--- src/rtl/dfh_chain_walker.sv ---
// dfh_chain_walker
//   Walks the Device Feature Header linked list in CSR space. On an accepted
//   start it reads the DFH at base_addr through a single-outstanding read
//   port. It records each header in a small table and follows nxt_dfh_offset
//   until EOL or a fault: timeout, zero offset, table overflow or address wrap.
//
// Ports
//   clk, rst                      clock, async active-high reset
//   start, base_addr              walk launch (ignored while busy)
//   busy, done                    walk in progress / one-cycle end pulse
//   error, err_code, num_feat     result of the last walk (held until next start)
//   rd_req_valid/ready/addr       DFH read request
//   rd_rsp_valid, rd_rsp_data     DFH read response
//   tbl_idx, tbl_data             registered table read port
module dfh_chain_walker #(
    parameter int ADDR_W      = 32,
    parameter int MAX_FEAT    = 16,
    parameter int TIMEOUT_CYC = 1024,
    parameter int IDX_W       = $clog2(MAX_FEAT + 1)
) (
    input  logic              clk,
    input  logic              rst,
    input  logic              start,
    input  logic [ADDR_W-1:0] base_addr,
    output logic              busy,
    output logic              done,
    output logic              error,
    output logic [2:0]        err_code,
    output logic [IDX_W-1:0]  num_feat,
    output logic              rd_req_valid,
    input  logic              rd_req_ready,
    output logic [ADDR_W-1:0] rd_req_addr,
    input  logic              rd_rsp_valid,
    input  logic [63:0]       rd_rsp_data,
    input  logic [IDX_W-1:0]  tbl_idx,
    output logic [63:0]       tbl_data
);
    // The adder is wide enough for both operands. Any bit at or above ADDR_W
    // flags a wrap, even when ADDR_W is narrower than the 24-bit offset.
    localparam int SUM_W = ((ADDR_W > 24) ? ADDR_W : 24) + 1;
    localparam int TMR_W = $clog2(TIMEOUT_CYC + 1);
    localparam int TI_W  = $clog2(MAX_FEAT);

    typedef enum logic [2:0] {S_IDLE, S_REQ, S_WAIT, S_EVAL, S_DONE} state_t;

    state_t             state, state_nxt;
    logic [ADDR_W-1:0]  cur_addr;
    logic [IDX_W-1:0]   count;
    logic [TMR_W-1:0]   timer;
    logic [63:0]        tbl [MAX_FEAT];

    // Only the decoded fields of the captured DFH are kept.
    logic [3:0]  d_type, d_minor, d_major;
    logic        d_eol;
    logic [23:0] d_nxt;
    logic [11:0] d_id;

    logic [SUM_W-1:0]  sum;
    logic              wrap, timeout, eval_stop;
    logic [IDX_W-1:0]  count_inc;
    logic [2:0]        eval_err;
    logic [31:0]       off32;
    logic [63:0]       entry;

    assign sum       = SUM_W'(cur_addr) + SUM_W'(d_nxt);
    assign wrap      = |sum[SUM_W-1:ADDR_W];
    assign count_inc = count + IDX_W'(1);
    // timer counts cycles since the accepting cycle. The acceptance cycle is 0.
    assign timeout   = (timer == TMR_W'(TIMEOUT_CYC - 1));

    generate
        if (ADDR_W >= 32) begin : g_off_trunc
            assign off32 = cur_addr[31:0];
        end else begin : g_off_zext
            assign off32 = {{(32 - ADDR_W){1'b0}}, cur_addr};
        end
    endgenerate

    assign entry = {d_type, d_minor, d_major, d_eol, 7'b0, d_id, off32};

    // EVAL checks are ordered: eol > zero offset > overflow > wrap.
    always_comb begin
        eval_err  = 3'd0;
        eval_stop = 1'b1;
        if (d_eol)                            eval_err = 3'd0;
        else if (d_nxt == 24'd0)              eval_err = 3'd2;
        else if (count_inc == IDX_W'(MAX_FEAT)) eval_err = 3'd3;
        else if (wrap)                        eval_err = 3'd4;
        else                                  eval_stop = 1'b0;
    end

    // state register
    always_ff @(posedge clk or posedge rst) begin
        if (rst) state <= S_IDLE;
        else     state <= state_nxt;
    end

    // next-state logic
    always_comb begin
        state_nxt = state;
        unique case (state)
            S_IDLE: if (start)        state_nxt = S_REQ;
            S_REQ:  if (rd_req_ready) state_nxt = S_WAIT;
            S_WAIT: begin
                if (rd_rsp_valid) state_nxt = S_EVAL;
                else if (timeout) state_nxt = S_DONE;
            end
            S_EVAL: state_nxt = eval_stop ? S_DONE : S_REQ;
            S_DONE: state_nxt = S_IDLE;
            default: state_nxt = S_IDLE;
        endcase
    end

    // outputs decoded from state
    always_comb begin
        busy         = (state != S_IDLE);
        done         = (state == S_DONE);
        rd_req_valid = (state == S_REQ);
    end

    assign rd_req_addr = {cur_addr[ADDR_W-1:3], 3'b000};

    // walk datapath and result registers
    always_ff @(posedge clk or posedge rst) begin
        if (rst) begin
            cur_addr <= '0;
            count    <= '0;
            timer    <= '0;
            error    <= 1'b0;
            err_code <= 3'd0;
            num_feat <= '0;
            d_type   <= '0;
            d_minor  <= '0;
            d_major  <= '0;
            d_eol    <= 1'b0;
            d_nxt    <= '0;
            d_id     <= '0;
            tbl_data <= '0;
        end else begin
            tbl_data <= (tbl_idx < IDX_W'(MAX_FEAT)) ? tbl[tbl_idx[TI_W-1:0]] : 64'd0;
            unique case (state)
                S_IDLE: if (start) begin
                    cur_addr <= base_addr;
                    count    <= '0;
                    error    <= 1'b0;
                    err_code <= 3'd0;
                end
                S_REQ: timer <= TMR_W'(1);
                S_WAIT: begin
                    if (rd_rsp_valid) begin
                        d_type  <= rd_rsp_data[63:60];
                        d_minor <= rd_rsp_data[51:48];
                        d_eol   <= rd_rsp_data[40];
                        d_nxt   <= rd_rsp_data[39:16];
                        d_major <= rd_rsp_data[15:12];
                        d_id    <= rd_rsp_data[11:0];
                    end else if (timeout) begin
                        error    <= 1'b1;
                        err_code <= 3'd1;
                        num_feat <= count;
                    end else begin
                        timer <= timer + TMR_W'(1);
                    end
                end
                S_EVAL: begin
                    count <= count_inc;
                    if (eval_stop) begin
                        error    <= (eval_err != 3'd0);
                        err_code <= eval_err;
                        num_feat <= count_inc;
                    end else begin
                        cur_addr <= sum[ADDR_W-1:0];
                    end
                end
                default: ;
            endcase
        end
    end

    // Feature table is not reset. Stale entries past num_feat are expected.
    always_ff @(posedge clk) begin
        if (state == S_EVAL) tbl[count[TI_W-1:0]] <= entry;
    end
endmodule

--- config.mk ---
export PLATFORM = sky130hd
export DESIGN_NAME = dfh_chain_walker
export DESIGN_NICKNAME = d
export VERILOG_FILES = /design/src/rtl/dfh_chain_walker.sv
export SDC_FILE = /design/constraint.sdc
export NUM_CORES = 1
export LEC_CHECK = 0
export CORE_MARGIN = 10
export CORE_UTILIZATION = 64
export DETAILED_ROUTE_END_ITERATION = 6
export GPL_ROUTABILITY_DRIVEN = 0
export GPL_TIMING_DRIVEN = 0
export PLACE_DENSITY_LB_ADDON = 0.25
export SYNTH_ARGS = -nofsm -noshare
export SYNTH_HDL_FRONTEND = slang
export SYNTH_SLANG_ARGS = --single-unit
--- constraint.sdc ---
create_clock -name clk -period 14.35 [get_ports clk]
set_clock_uncertainty 0.2 [all_clocks]
set_input_delay 2.1525 -clock clk [delete_from_list [all_inputs] [get_ports clk]]
set_output_delay 2.1525 -clock clk [all_outputs]
set_load 0.05 [all_outputs]
Word-level counts from Yosys, hierarchy flattened
Memories as Yosys holds them, arrays and structs flattened. Index checks and enable logic that the tools add are counted.

Register bits after elaboration: 173. Word-level logic and storage cells: 87. Input bits: 106. Bits in writable memories: 912. Memories: 1. Output and inout port bits: 108.

Memory list: tbl (depth 16, bits a word 57, read ports 1, clocked after memory_dff 0, write ports 1, line 50) `logic [63:0] tbl [MAX_FEAT];`.

Add/sub/neg operators: 3. Equality and inequality tests: 14. Reduce and logical (&&, ||, !) cells: 15. $lt $le $gt $ge: 1. Muxes and demuxes: 39.

Operator list (count): 32-bit 2-to-1 mux (2); 64-bit 2-to-1 mux (1); 32-bit one-hot mux with 2 select lines (1); 3-bit 2-to-1 mux (13); 32-bit by 24-bit adder with 33-bit output (1); 24-bit logical NOT (1); 11-bit 2-to-1 mux (2); 11-bit one-hot mux with 2 select lines (1); 5-bit 2-to-1 mux (4); 5-bit one-hot mux with 2 select lines (2); 2-bit != test, second input constant (6); 3-bit one-hot mux with 4 select lines (1); 11-bit by 1-bit adder with 11-bit output, second input constant (1); 11-bit by 10-bit equality test with 1-bit output, second input constant (1); 1-bit 2-to-1 mux (10); 3-bit one-hot mux with 3 select lines (1); 3-bit AND reduction (3); 3-bit nonzero test (3); 3-bit by 2-bit equality test with 1-bit output, second input constant (2); 2-bit nonzero test (3); 5-bit by 1-bit adder with 5-bit output, second input constant (1); 5-bit equality test, second input constant (1); 5-bit less-than comparator, second input constant (1); 5-bit AND reduction (1); 8 further kinds (9).

Longest topological paths before layout
Word-level depth: 8. Mapped depth: 11. Mapped depth without buffers: 10.

Least setup slack after synthesis
Ideal clock, no wire load.

Kind: register -> register. Start point: register state[1]. End point: memory tbl[0][0] (netlist name), enable pin. Library setup time: 0.542 ns. Cell stages (with the launch flop): 7. Path buffers: 1. Clock period less this slack: 5.896 ns. Setup slack: 8.454 ns. Data arrival time: 5.155 ns. Path through: dfrtp_1 nor2b_1 nand2_1 clkinv_1 clkbuf_1 nand2_1 nor3_1.

Longest elaborated chain between the ends: 3.

RTL lines: start: declaration (line 46) `state_t state, state_nxt;`; start signal: assignment (line 95) `else state <= state_nxt;`; 3-bit by 2-bit equality test with 1-bit output (line 182) `if (state == S_EVAL) tbl[count[TI_W-1:0]] <= entry;`; 1-bit 2-to-1 mux (line 182); 1-bit 2-to-1 mux (implied by the code) (line 182); end: declaration (line 50).

No other way between the ends.

Worst setup path after layout
Start point: register state[2]. End point: output rd_req_valid.

Longest elaborated chain between the ends: 1.

RTL lines: 3-bit by 1-bit equality test with 1-bit output (line 118) `rd_req_valid = (state == S_REQ);`; end: declaration (line 30) `output logic rd_req_valid,`.

No other way between the ends.

==> impl_metrics.yaml <==
yosys:
  yosys-top-cells-area: "edfxtp_1, mux4_2, dfrtp_1"
  yosysSeqAreaShare: 0.744
  synth_edf_count: 912
  synthArstFlopShare: 0.154
  synth.most_common_cell: "edfxtp_1"
  ys_seq_elements: 1078
  yosys.area.top_type_share: 0.646
  synthAdderAreaFrac: 0.00932
  netlist_instances: 2051
  synth_xor_area_frac: 0.00661
  synthTopCellsByCount: "edfxtp_1, mux4_2, dfrtp_1, nor2_1, nand2_1"
  synth.largest_area_cell: "edfxtp_1"
  synth_compound_area_frac: 0.0238
  synth_simple_gate_area_share: 0.0315
  synth_ff_type: "edfxtp_1"
  synthesis.area_um2: 42400
  synth_top_family_by_area: "multiplexers"
  yosys_warnings: 0
  synthMuxAreaShare: 0.167
  synthDistinctLibCells: 69
  synth_area_per_cell_um2: 20.7
clocking:
  clk_path_buf_depth: 3
  clkTransAtPathRegs_ns: 0.06
  numClockSinks: 1078
  cts_made_buffers: 102
  cts_resized: 0
  clockRootBuffer: "clkbuf_16"
  post_cts_buffers: 0
  htree_levels: 3
  worstSkewPairLatency_ns: 0.67
  cts_tree: "done"
  ctsHoldBuffers: 0
global_routing:
  grt_pass1_vias: 24100
  grt-ovfl-total: 0
  grt_max_degree: 94
  groute.usage.overall: 0.293
  grt_pass1_wl_um: 165000
  antenna_found_initial: 1
setup_path:
  r2r_end: "cur_addr[10]"
  cp-end-kind: "output port"
  required_ns: 12.00
  critPathKind: "reg2out"
  cp.arrival_ns: 2.85
  worstReg2RegStart: "cur_addr[0]"
  rrSetupSlack_ns: 10.01
  critPathLaunchType: "flop"
  worst_path_largest_cell_delay_ns: 0.91
  cpLargestDelayFamily: "buffers and inverters"
  r2r_cells: 10
  crit_chain: "nand2b_1 > nor2_1 > clkbuf_1 > clkdlybuf4s50_1"
  cp_slowest_cell: "clkdlybuf4s50_1"
  critPathMaxFanout: 10
  critPathBufInv: 2
  critPathLaunch: "state[2]"
hold_path:
  min_from: "num_feat[2]"
  hold_class: "reg2reg"
  holdPathEnd: "num_feat[2]"
  whs_path_depth: 1
timing:
  max-slew-margin-rel: 0.115
  period_needed_ns: 5.21
  tns_ns: 0
  final.period_utilization: 0.363
  setup_viol: 0
  final.setup.worst_slack_ns: 9.14
  finalHoldViolations: 0
  slew_violations: 0
  fmax_mhz: 192
  tightest_slew_ns: 1.33
  whs_ns: 0.324
  rsz0062_at_grt: "false"
die:
  fp.dieH_um: 277
  ioPinCount: 214
  core_um2: 65700
  placement_rows: 94
  dieArea_um2: 77000
  start_util: 0.645
  die_x_um: 277
place:
  place_area_um2: 46400
  place_ws_ns: 8.86
  post-place-cells: 3164
  io_buffers: 183
  dp_hpwl_um: 66300
drt:
  wirelength_um: 113000
  via_count: 23100
  wl_per_cell_um: 33.5
  via_per_inst: 6.88
  antenna_left: 0
  drt_first_iter_violations: 3221
  drc: 0
  drtPass1Iterations: 6
pwr:
  p_per_area_nw_per_um2: 182
  p_leak_nw: 16.8
  power.total_mw: 9.06
  vdd_ir_drop_max_mv: 0.144
final_layout:
  fin_cells: 3357
  stdcell_area_um2: 49900
  layout-drive-gt1-share: 0.261
  utilization: 0.759
  fin_nets: 2541
  synthToLayoutAreaGrowth_pct: 17.6
status:
  status: "finished, final reports clean"
flow_run:
  maxCapViolations: 0
-- registers in the layout, indices dropped and copies added (netlist names) --
name and count:
tbl 912, d_nxt 24, error 1, cur_addr 32, count 5, timer 11, state 3, d_eol 1
d_type 4, d_id 12, err_code 3, num_feat 5, d_minor 4, d_major 4, tbl_data 57
-- cell usage in the layout, fill, tap and decap left out, types with 13 or more instances in the layout --
master,count
nand2_1,62
mux4_2,285
buf_6,26
a31oi_1,13
buf_12,23
nand3_1,24
edfxtp_1,912
a21oi_1,39
inv_1,18
nor2b_1,60
clkbuf_1,80
o21ai_0,25
nor2_1,56
dfrtp_1,166
clkinv_1,17
clkinv_2,14
xor2_1,20
ha_1,30
clkbuf_16,106
mux2_2,51
buf_2,22
buf_4,42
clkdlybuf4s50_1,183
-- logic make-up (layout without fill, tap and decap cells) --
kind of cell,Yosys count,after routing
flip-flops,1078,1078
buffers and inverters,154,586
adder cells (fa/ha/maj),31,31
multiplexers,343,343
AO/OA/AOI/OAI,147,147
AND/OR/NAND/NOR,265,265
other,1,11
XOR/XNOR,32,32
-- final cells by class --
type                    instances  area (um2)
diodes                          1        2.50
plain buffers                 134         689
clock buffers                 140        2900
clock inverters                52         577
fillers                      3253       15900
inverters                      20        82.6
multi-input cells             828       10300
flip-flops and latches       1078       31500
well taps                     864        1080
repair buffers                240        2760
-- routing by layer --
layer / up-vias / wire length, um / global-route usage
met5: - / 0 / 0
met4: 0 / 4380 / 0.124
met3: 276 / 11900 / 0.0614
met2: 1845 / 56100 / 0.476
met1: 11900 / 40100 / 0.386
li1: 9036 / - / -
-- power breakdown --
| part | total (mW) | switching [mW] | internal, mW | leakage, nW |
|---|---|---|---|---|
| clock network | 2.80 | 1.16 | 1.63 | 1.70 |
| registers | 4.50 | 0.507 | 3.99 | 10.2 |
| logic | 1.77 | 1.06 | 0.714 | 4.84 |
-- how the worst max path moves through the flow --
stage	end	cells after the start
after floorplan	count[0]	1
after global placement	tbl[0][53]	6
after detailed placement	tbl_data[54]	6
after CTS	rd_req_valid	4
after global routing	rd_req_valid	4
final	rd_req_valid	4
Note: power is estimated with default switching activity, not from simulation.
